<file path="src/rtl/outport_allocator_pkg.sv">
// Shared state encoding and width helpers for the output-port allocator.
package outport_allocator_pkg;

  typedef enum logic [1:0] {
    ST_IDLE    = 2'd0,
    ST_XFER    = 2'd1,
    ST_RELEASE = 2'd2
  } alloc_state_e;

  function automatic int credit_w(input int depth);
    return $clog2(depth + 1);
  endfunction

  function automatic int idx_w(input int n);
    return (n > 1) ? $clog2(n) : 1;
  endfunction

endpackage

</file>
<file path="src/rtl/outport_rr_arbiter.sv">
// Request arbiter for one output port. OUTPORT_ALLOC_ROUND_ROBIN_EN selects a rotating
// pointer; otherwise fixed priority (lowest index wins) with no state.
module outport_rr_arbiter
  import outport_allocator_pkg::*;
#(
  parameter int NUM_PORTS = 4
) (
`ifdef OUTPORT_ALLOC_ROUND_ROBIN_EN
  input  logic                 gclk,
  input  logic                 grst_n,
  input  logic                 update,
  input  logic [NUM_PORTS-1:0] winner,
`endif
  input  logic [NUM_PORTS-1:0] req,
  output logic [NUM_PORTS-1:0] grant
);

`ifdef OUTPORT_ALLOC_ROUND_ROBIN_EN
  localparam int PW = idx_w(NUM_PORTS);

  logic [PW-1:0] ptr;
  logic [PW-1:0] win_idx;
  logic [PW:0]   idx;
  logic          found;

  always_comb begin
    win_idx = '0;
    for (int i = 0; i < NUM_PORTS; i++)
      if (winner[i]) win_idx = PW'(i);
  end

  // Pointer moves one past the port that just finished its packet.
  always_ff @(posedge gclk or negedge grst_n) begin
    if (!grst_n)     ptr <= '0;
    else if (update) ptr <= (win_idx == PW'(NUM_PORTS - 1)) ? '0 : win_idx + PW'(1);
  end

  always_comb begin
    grant = '0;
    found = 1'b0;
    idx   = '0;
    for (int i = 0; i < NUM_PORTS; i++) begin
      idx = {1'b0, ptr} + (PW+1)'(i);
      if (idx >= (PW+1)'(NUM_PORTS)) idx = idx - (PW+1)'(NUM_PORTS);
      if (!found && req[idx[PW-1:0]]) begin
        grant[idx[PW-1:0]] = 1'b1;
        found = 1'b1;
      end
    end
  end
`else
  logic found;

  always_comb begin
    grant = '0;
    found = 1'b0;
    for (int i = 0; i < NUM_PORTS; i++) begin
      if (!found && req[i]) begin
        grant[i] = 1'b1;
        found    = 1'b1;
      end
    end
  end
`endif

endmodule

</file>
<file path="src/rtl/outport_allocator.sv">
// Credit-based output-port allocator: grants one input port per packet and strobes its
// flits while downstream credits last. Arbitration mode set by OUTPORT_ALLOC_ROUND_ROBIN_EN.
module outport_allocator
  import outport_allocator_pkg::*;
#(
  parameter int NUM_PORTS    = 4,
  parameter int CREDIT_DEPTH = 4,
  parameter int PKT_FLITS    = 5
) (
  input  logic                                clk,
  input  logic                                reset,
  input  logic [NUM_PORTS-1:0]                port_request_din,
  input  logic                                credit_in_din,
  output logic [NUM_PORTS-1:0]                transfer_strobe_vector_dout,
  output logic [NUM_PORTS-1:0]                xbar_conf_vector_dout,
  output logic                                port_status_dout,
  output logic [credit_w(CREDIT_DEPTH)-1:0]   credit_count_dout
);

  localparam int CW = credit_w(CREDIT_DEPTH);
  localparam int FW = idx_w(PKT_FLITS);

  alloc_state_e         state;
  logic [FW-1:0]        flit_cnt;
  logic [CW-1:0]        credits;
  logic [NUM_PORTS-1:0] grant;
  logic                 has_credit;
  logic                 strobe;
  logic                 credit_ret;

  outport_rr_arbiter #(.NUM_PORTS(NUM_PORTS)) u_arb (
`ifdef OUTPORT_ALLOC_ROUND_ROBIN_EN
    .gclk   (clk),
    .grst_n (reset),
    .update (state == ST_RELEASE),
    .winner (xbar_conf_vector_dout),
`endif
    .req    (port_request_din),
    .grant  (grant)
  );

  assign has_credit = |credits;
  assign strobe     = (state == ST_XFER) && has_credit;
  assign credit_ret = credit_in_din && (credits != CW'(CREDIT_DEPTH));

  assign transfer_strobe_vector_dout = strobe ? xbar_conf_vector_dout : '0;
  assign port_status_dout            = ~|xbar_conf_vector_dout && has_credit;
  assign credit_count_dout           = credits;

  // A returned credit and a strobe in the same cycle cancel, even at full count.
  always_ff @(posedge clk or negedge reset) begin
    if (!reset)                           credits <= CW'(CREDIT_DEPTH);
    else if (strobe && !credit_in_din)    credits <= credits - CW'(1);
    else if (credit_ret && !strobe)       credits <= credits + CW'(1);
  end

  always_ff @(posedge clk or negedge reset) begin
    if (!reset) begin
      state                 <= ST_IDLE;
      xbar_conf_vector_dout <= '0;
      flit_cnt              <= '0;
    end else begin
      case (state)
        ST_IDLE: begin
          if (|port_request_din && has_credit) begin
            xbar_conf_vector_dout <= grant;
            state                 <= ST_XFER;
          end
        end
        ST_XFER: begin
          if (strobe) begin
            flit_cnt <= flit_cnt + FW'(1);
            if (flit_cnt == FW'(PKT_FLITS - 1)) state <= ST_RELEASE;
          end
        end
        ST_RELEASE: begin
          xbar_conf_vector_dout <= '0;
          flit_cnt              <= '0;
          state                 <= ST_IDLE;
        end
        default: state <= ST_IDLE;
      endcase
    end
  end

endmodule
</file>
<file path="config.mk">
export PLATFORM = sky130hd
export DESIGN_NAME = outport_allocator
export DESIGN_NICKNAME = d
export VERILOG_FILES = /design/src/rtl/outport_allocator_pkg.sv /design/src/rtl/outport_rr_arbiter.sv /design/src/rtl/outport_allocator.sv
export SDC_FILE = /design/constraint.sdc
export NUM_CORES = 1
export LEC_CHECK = 0
export CORE_MARGIN = 2
export CORE_UTILIZATION = 40
export DETAILED_ROUTE_END_ITERATION = 8
export PLACE_DENSITY = 0.66
export SLEW_MARGIN = 10
export SYNTH_ARGS = -nofsm -noshare
export SYNTH_HDL_FRONTEND = slang
export SYNTH_HIERARCHICAL = 1
export SYNTH_SLANG_ARGS = --single-unit
export TNS_END_PERCENT = 1
</file>
<file path="constraint.sdc">
create_clock -name clk -period 5.5 [get_ports clk]
set_clock_uncertainty 0.15 [all_clocks]
set_input_delay 1.1 -clock clk [delete_from_list [all_inputs] [get_ports clk]]
set_output_delay 1.1 -clock clk [all_outputs]
set_load 0.02 [all_outputs]
</file>
**Word level (Yosys, flattened, before mapping)**

Index checks and enable logic that the tools add are counted.

- Bits in registers: 12
- Output and inout bits: 12
- Logic and storage cells: 56

- Add/sub/neg operators: 3
- Equal/unequal tests: 7
- Multiplexer cells: 17
- Reductions and logical operators: 25

Operators with widths:

| kind | count |
|---|---|
| 1-bit logical AND | 9 |
| 3-bit two-way mux | 3 |
| 4-bit two-way mux | 2 |
| 4-bit case mux with 2 select lines | 1 |
| 4-bit OR reduction | 2 |
| 3-bit by 1-bit adder with 3-bit output (second input constant) | 2 |
| 1-bit logical NOT | 6 |
| 1-bit two-way mux | 6 |
| 2-bit two-way mux | 3 |
| 3-bit case mux with 2 select lines | 1 |
| 2-bit nonzero test | 3 |
| 2-bit inequality test (second input constant) | 2 |
| 2-bit case mux with 2 select lines | 1 |
| 2-bit AND reduction | 2 |
| 3-bit equality test (second input constant) | 1 |
| 3-bit inequality test (second input constant) | 1 |
| 3-bit AND reduction | 1 |
| 3-bit OR reduction | 1 |
| 3-bit by 1-bit subtractor with 3-bit output (second input constant) | 1 |
| 2-bit by 1-bit equality test with 1-bit output (second input constant) | 1 |
| 2-bit equality test (second input constant) | 1 |
| 2-bit logical NOT | 1 |
| 2-bit by 1-bit inequality test with 1-bit output (second input constant) | 1 |

**Depth between registers and ports, before layout**

- Depth after elaboration: 12
- Mapped depth: 8
- Gate-level depth less buffers: 7

**Modules after synthesis**

Netlist, hierarchy kept.

By module, submodules not included:

| module | instances | cells each | area an instance (µm²) | sequential area each (µm²) |
|---|---|---|---|---|
| outport_allocator | 1 | 81 | 773.2 | 301.5 |
| outport_rr_arbiter | 1 | 4 | 36.3 | 0.0 |

**Worst setup path after synthesis**

OpenSTA, ideal clock, no wires.

- Path kind: reg-to-output
- Start point: register credits[1], in the netlist credit_count_dout[1]
- End point: output transfer_strobe_vector_dout[0]
- Arrival time: 1.367 ns
- Path slack: 2.883 ns
- Stages on the path, launching flop included: 5
- Buffers on the path: 2
- Cells stage by stage: dfrtp_1 buf_6 or3_1 buf_2 and3_1

- Word-level cells in the longest chain between the ends: 3

RTL lines:

| element | line | RTL |
|---|---|---|
| start, declared | outport_allocator.sv:25 | `logic [CW-1:0] credits;` |
| start signal, assigned | outport_allocator.sv:52 | `if (!reset) credits <= CW'(CREDIT_DEPTH);` |
| start signal, assigned | outport_allocator.sv:53 | `else if (strobe && !credit_in_din) credits <= credits - CW'(1);` |
| start signal, assigned | outport_allocator.sv:54 | `else if (credit_ret && !strobe) credits <= credits + CW'(1);` |
| 3-bit OR reduction | outport_allocator.sv:42 | `assign has_credit = \|credits;` |
| 1-bit logical AND | outport_allocator.sv:43 | `assign strobe = (state == ST_XFER) && has_credit;` |
| 4-bit two-way mux | outport_allocator.sv:46 | `assign transfer_strobe_vector_dout = strobe ? xbar_conf_vector_dout : '0;` |
| end, declared | outport_allocator.sv:14 | `output logic [NUM_PORTS-1:0] transfer_strobe_vector_dout,` |

No other way between the ends.

**Final worst setup path**

- Start point: register state[1]
- End point: output transfer_strobe_vector_dout[0]

- Word-level cells in the longest chain between the ends: 3

RTL lines:

| element | line | RTL |
|---|---|---|
| start, declared | outport_allocator.sv:23 | `alloc_state_e state;` |
| start signal, assigned | outport_allocator.sv:59 | `state <= ST_IDLE;` |
| start signal, assigned | outport_allocator.sv:67 | `state <= ST_XFER;` |
| start signal, assigned | outport_allocator.sv:73 | `if (flit_cnt == FW'(PKT_FLITS - 1)) state <= ST_RELEASE;` |
| 2-bit by 1-bit equality test with 1-bit output | outport_allocator.sv:43 |  |
| 1-bit logical AND | outport_allocator.sv:43 |  |
| 4-bit two-way mux | outport_allocator.sv:46 |  |

No other way between the ends.

==> flow_summary_export.csv <==
group,metric,value,unit
run_status,status,"complete, no violations",
clock_tree,cts-resized-gates,0,
synthesis,synth_top_family_by_area,"simple AND/OR/NAND/NOR gates",
synthesis,yosysWarnings,6,
worst_setup_path,crit_arrival,2220,ps
die,initial_core_util,41.69,%
synthesis,synth_compound_area_share,17.31,%
sta,fin_setup_tns,0,ps
worst_hold_path,hp-start,"flit_cnt[1]",
synthesis,yosysSeqAreaShare,37.25,%
worst_setup_path,r2r-end,"credit_count_dout[2]",
synthesis,syn_nets,95,
detailed_routing,route.antenna.remaining_nets,0,
synthesis,synthSimpleGateAreaFrac,26.74,%
worst_hold_path,whs_endpoint,"flit_cnt[1]",
power,p_leak,0.4142,nW
place,place_congestion,0.7233,
sta,fmax,288.1,MHz
synthesis,synth_xor_area_share,2.164,%
die,design.portCount,19,
synthesis,synth_cells,85,
synthesis,syn_area,809.5,sq um
detailed_routing,drcViolationCount,0,
synthesis,synth_most_common_cell,"dfrtp_1",
clock_tree,cts_buffer_depth,2,
clock_tree,path_clk_slew,80,ps
synthesis,synthAdderAreaFrac,5.564,%
power,ir_worst_vdd,324.6,uV
sta,worstMarginPinSlew,635.2,ps
grt,grt_pass1_vias,663,
worst_setup_path,crit_family,"simple AND/OR/NAND/NOR gates",
power,switching_share,45.46,%
die,rows,16,
power,pwr-share-comb,58.1,%
worst_setup_path,critPathBufInv,1,
sta,period_minus_slack,3471,ps
finish,final_cell_area,998.5,sq um
die,die_h,48.99,um
synthesis,ys.flop_type,"dfrtp_1",
sta,rsz0062_at_grt,"no",
worst_setup_path,path_max_fanout,12,
worst_setup_path,crit_required,4250,ps
place,postPlaceCellArea,962.2,sq um
worst_setup_path,cp_cell_sequence,"nor2b_1 -> and3_1 -> clkdlybuf4s50_1",
clock_tree,tritoncts,"yes",
worst_hold_path,hold_class,"register to register",
finish,area_growth_syn_to_layout,23.34,%
worst_setup_path,critical_path_class,"register to primary output",
grt,grt_max_degree,13,
power,clockPowerShare,11.1,%
synthesis,synth-async-reset-ratio,100.0,%
synthesis,synthDominantCellAreaShare,34.00,%
sta,slew_headroom,57.56,%
finish,fillers,185,
clock_tree,cts_setup_buffers,0,
finish,final_util,51.42,%
worst_setup_path,reg2reg_depth,6,
power,power_density,665.5,nW/um^2
detailed_routing,vias_per_cell,5.540,
worst_setup_path,worst_path_max_delay_cell,"clkdlybuf4s50_1",
synthesis,synth.area.mux_share,2.473,%
synthesis,synthTopCellsByArea,"dfrtp_1 (34%), buf_6 (4.2%), a32o_1 (3.7%)",
clock_tree,cts_buffers,3,
clock_tree,ctsHoldBuffers,0,
clock_tree,clkLatencyLatePin,280,ps
die,core,1942,sq um
worst_setup_path,startpoint_type,"register",
flow_run,max-cap-violations,0,
detailed_routing,wl,1.774,mm
finish,final_layout_size_suffix_gt1_share,8.081,%
place,dpl.hpwl,1.262,mm
finish,diodes,0,
synthesis,synth.avg_cell_area,9.524,sq um
worst_setup_path,r2r-start,"credit_count_dout[1]",
grt,track_usage,15.99,%
synthesis,synth_common_cells,"dfrtp_1 (11), nand2_1 (7)",
synthesis,synth_edf_count,0,
finish,nets,110,
sta,finalMaxSlewViolations,0,
power,p_int,0.3624,mW
detailed_routing,vias,698,
grt,grt.overflow.total,0,
sta,setup-violations-final,0,
clock_tree,cts_sinks,12,
synthesis,ys_seq_elements,12,
sta,hold_viol,0,
power,total_power,0.6645,mW
detailed_routing,drt_iter0_drc,14,
place,io_buffer_count,18,
die,die_w,48.99,um
synthesis,yosysTopAreaCell,"dfrtp_1",
sta,fin_crit_sh,63.11,%
power,switchingPower,0.3021,mW
synthesis,synth_cell_type_count,38,
grt,grt_antenna_before_repair,0,
worst_setup_path,slowest_delay,600,ps
detailed_routing,drt_first_pass_iters,4,
worst_setup_path,reg2reg_slack,3290,ps
clock_tree,ctsRootBufferMaster,"clkbuf_4",
worst_setup_path,critPathCaptureType,"primary output",
worst_hold_path,min_path_cells,1,
grt,grt_pass1_wl,3.001,mm
detailed_routing,wl_per_cell,14.08,um
power,seqPwrFrac,30.8,%
clock_tree,cts_max_level,1,
die,dieArea,2400,sq um
==> state kept, by name (all words and copies together), names as in the netlist <==
name / flops
state: 2
flit_cnt: 3
credit_count_dout: 3
xbar_conf_vector_dout: 4
==> cell usage in the layout (no fill, tap or decap), types with 3 or more instances in the layout <==
cell,netlist,layout
and3_1,4,4
o21ai_0,3,3
clkbuf_4,0,3
nand2_1,7,7
nor3_1,3,3
a32o_1,3,3
nand3_1,4,4
clkdlybuf4s50_1,0,18
nand2b_1,3,3
dfrtp_1,11,11
nor2_1,4,4
==> worst reg2reg max path, cell delays in order (launching register included) <==
cell and delay (ps):
dfrtp_1 510, nor3_2 430, nor3_1 120, fa_1 430, nor4_1 280, a21oi_1 60, o21ai_0 160
==> how the worst max path moves through the flow <==
| stage | slack (ps) | end | cells after the start | from |
|---|---|---|---|---|
| global route | 1920 | transfer_strobe_vector_dout[3] | 3 | state[0] |
| finish | 2030 | transfer_strobe_vector_dout[0] | 3 | state[1] |
| global placement | 2420 | transfer_strobe_vector_dout[3] | 3 | state[1] |
| detailed placement | 2390 | transfer_strobe_vector_dout[0] | 3 | state[1] |
| floorplan | 2880 | transfer_strobe_vector_dout[0] | 4 | credit_count_dout[1] |
| CTS | 2070 | transfer_strobe_vector_dout[0] | 3 | state[1] |
==> cell type report <==
type | instances | area (sq um) | share of cell area (%)
sequential | 12 | 301.5 | 30.20
timing repair buffer | 18 | 180.2 | 18.05
inverter | 2 | 7.507 | 0.7519
tap | 27 | 33.78 | 3.383
multi-input combinational | 63 | 439.2 | 43.98
clock buffer | 4 | 36.28 | 3.634
==> cell families after synthesis <==
group | after synthesis
AO/OA/AOI/OAI | 19
XOR/XNOR | 2
adder cells (fa/ha/maj) | 3
buffers and inverters | 10
flip-flops | 12
multiplexers | 2
AND/OR/NAND/NOR | 37
==> power groups by stage <==
stage	clock, mW	combinational [mW]	sequential, mW
2_1_floorplan	0	0.277	0.206
3_3_place_gp	0	0.378	0.203
3_5_place_dp	0	0.387	0.205
4_1_cts	0.0745	0.389	0.204
5_1_grt	0.0795	0.429	0.216
6_report	0.0739	0.386	0.205
==> layer usage <==
metal,routed length (um),share of wire (%),GRT usage (%),vias up
met5,0,0,0,-
met4,28,1.6,5.714,0
met3,94,5.3,3.988,4
met2,808,46,26.48,23
met1,842,47,20.20,332
li1,-,-,-,339
==> per-stage QoR <==
step / setup WS (ps) / hold WS (ps) / instances
2_1_floorplan: 2883 / 362.5 / 85
4_1_cts: 2073 / 420.6 / 126
6_report: 2029 / 410.7 / 126
3_3_place_gp: 2422 / 393.2 / 122
3_5_place_dp: 2388 / 401.7 / 122
5_1_grt: 1923 / 464.1 / 126
Note: power is estimated with default switching activity, not from simulation.
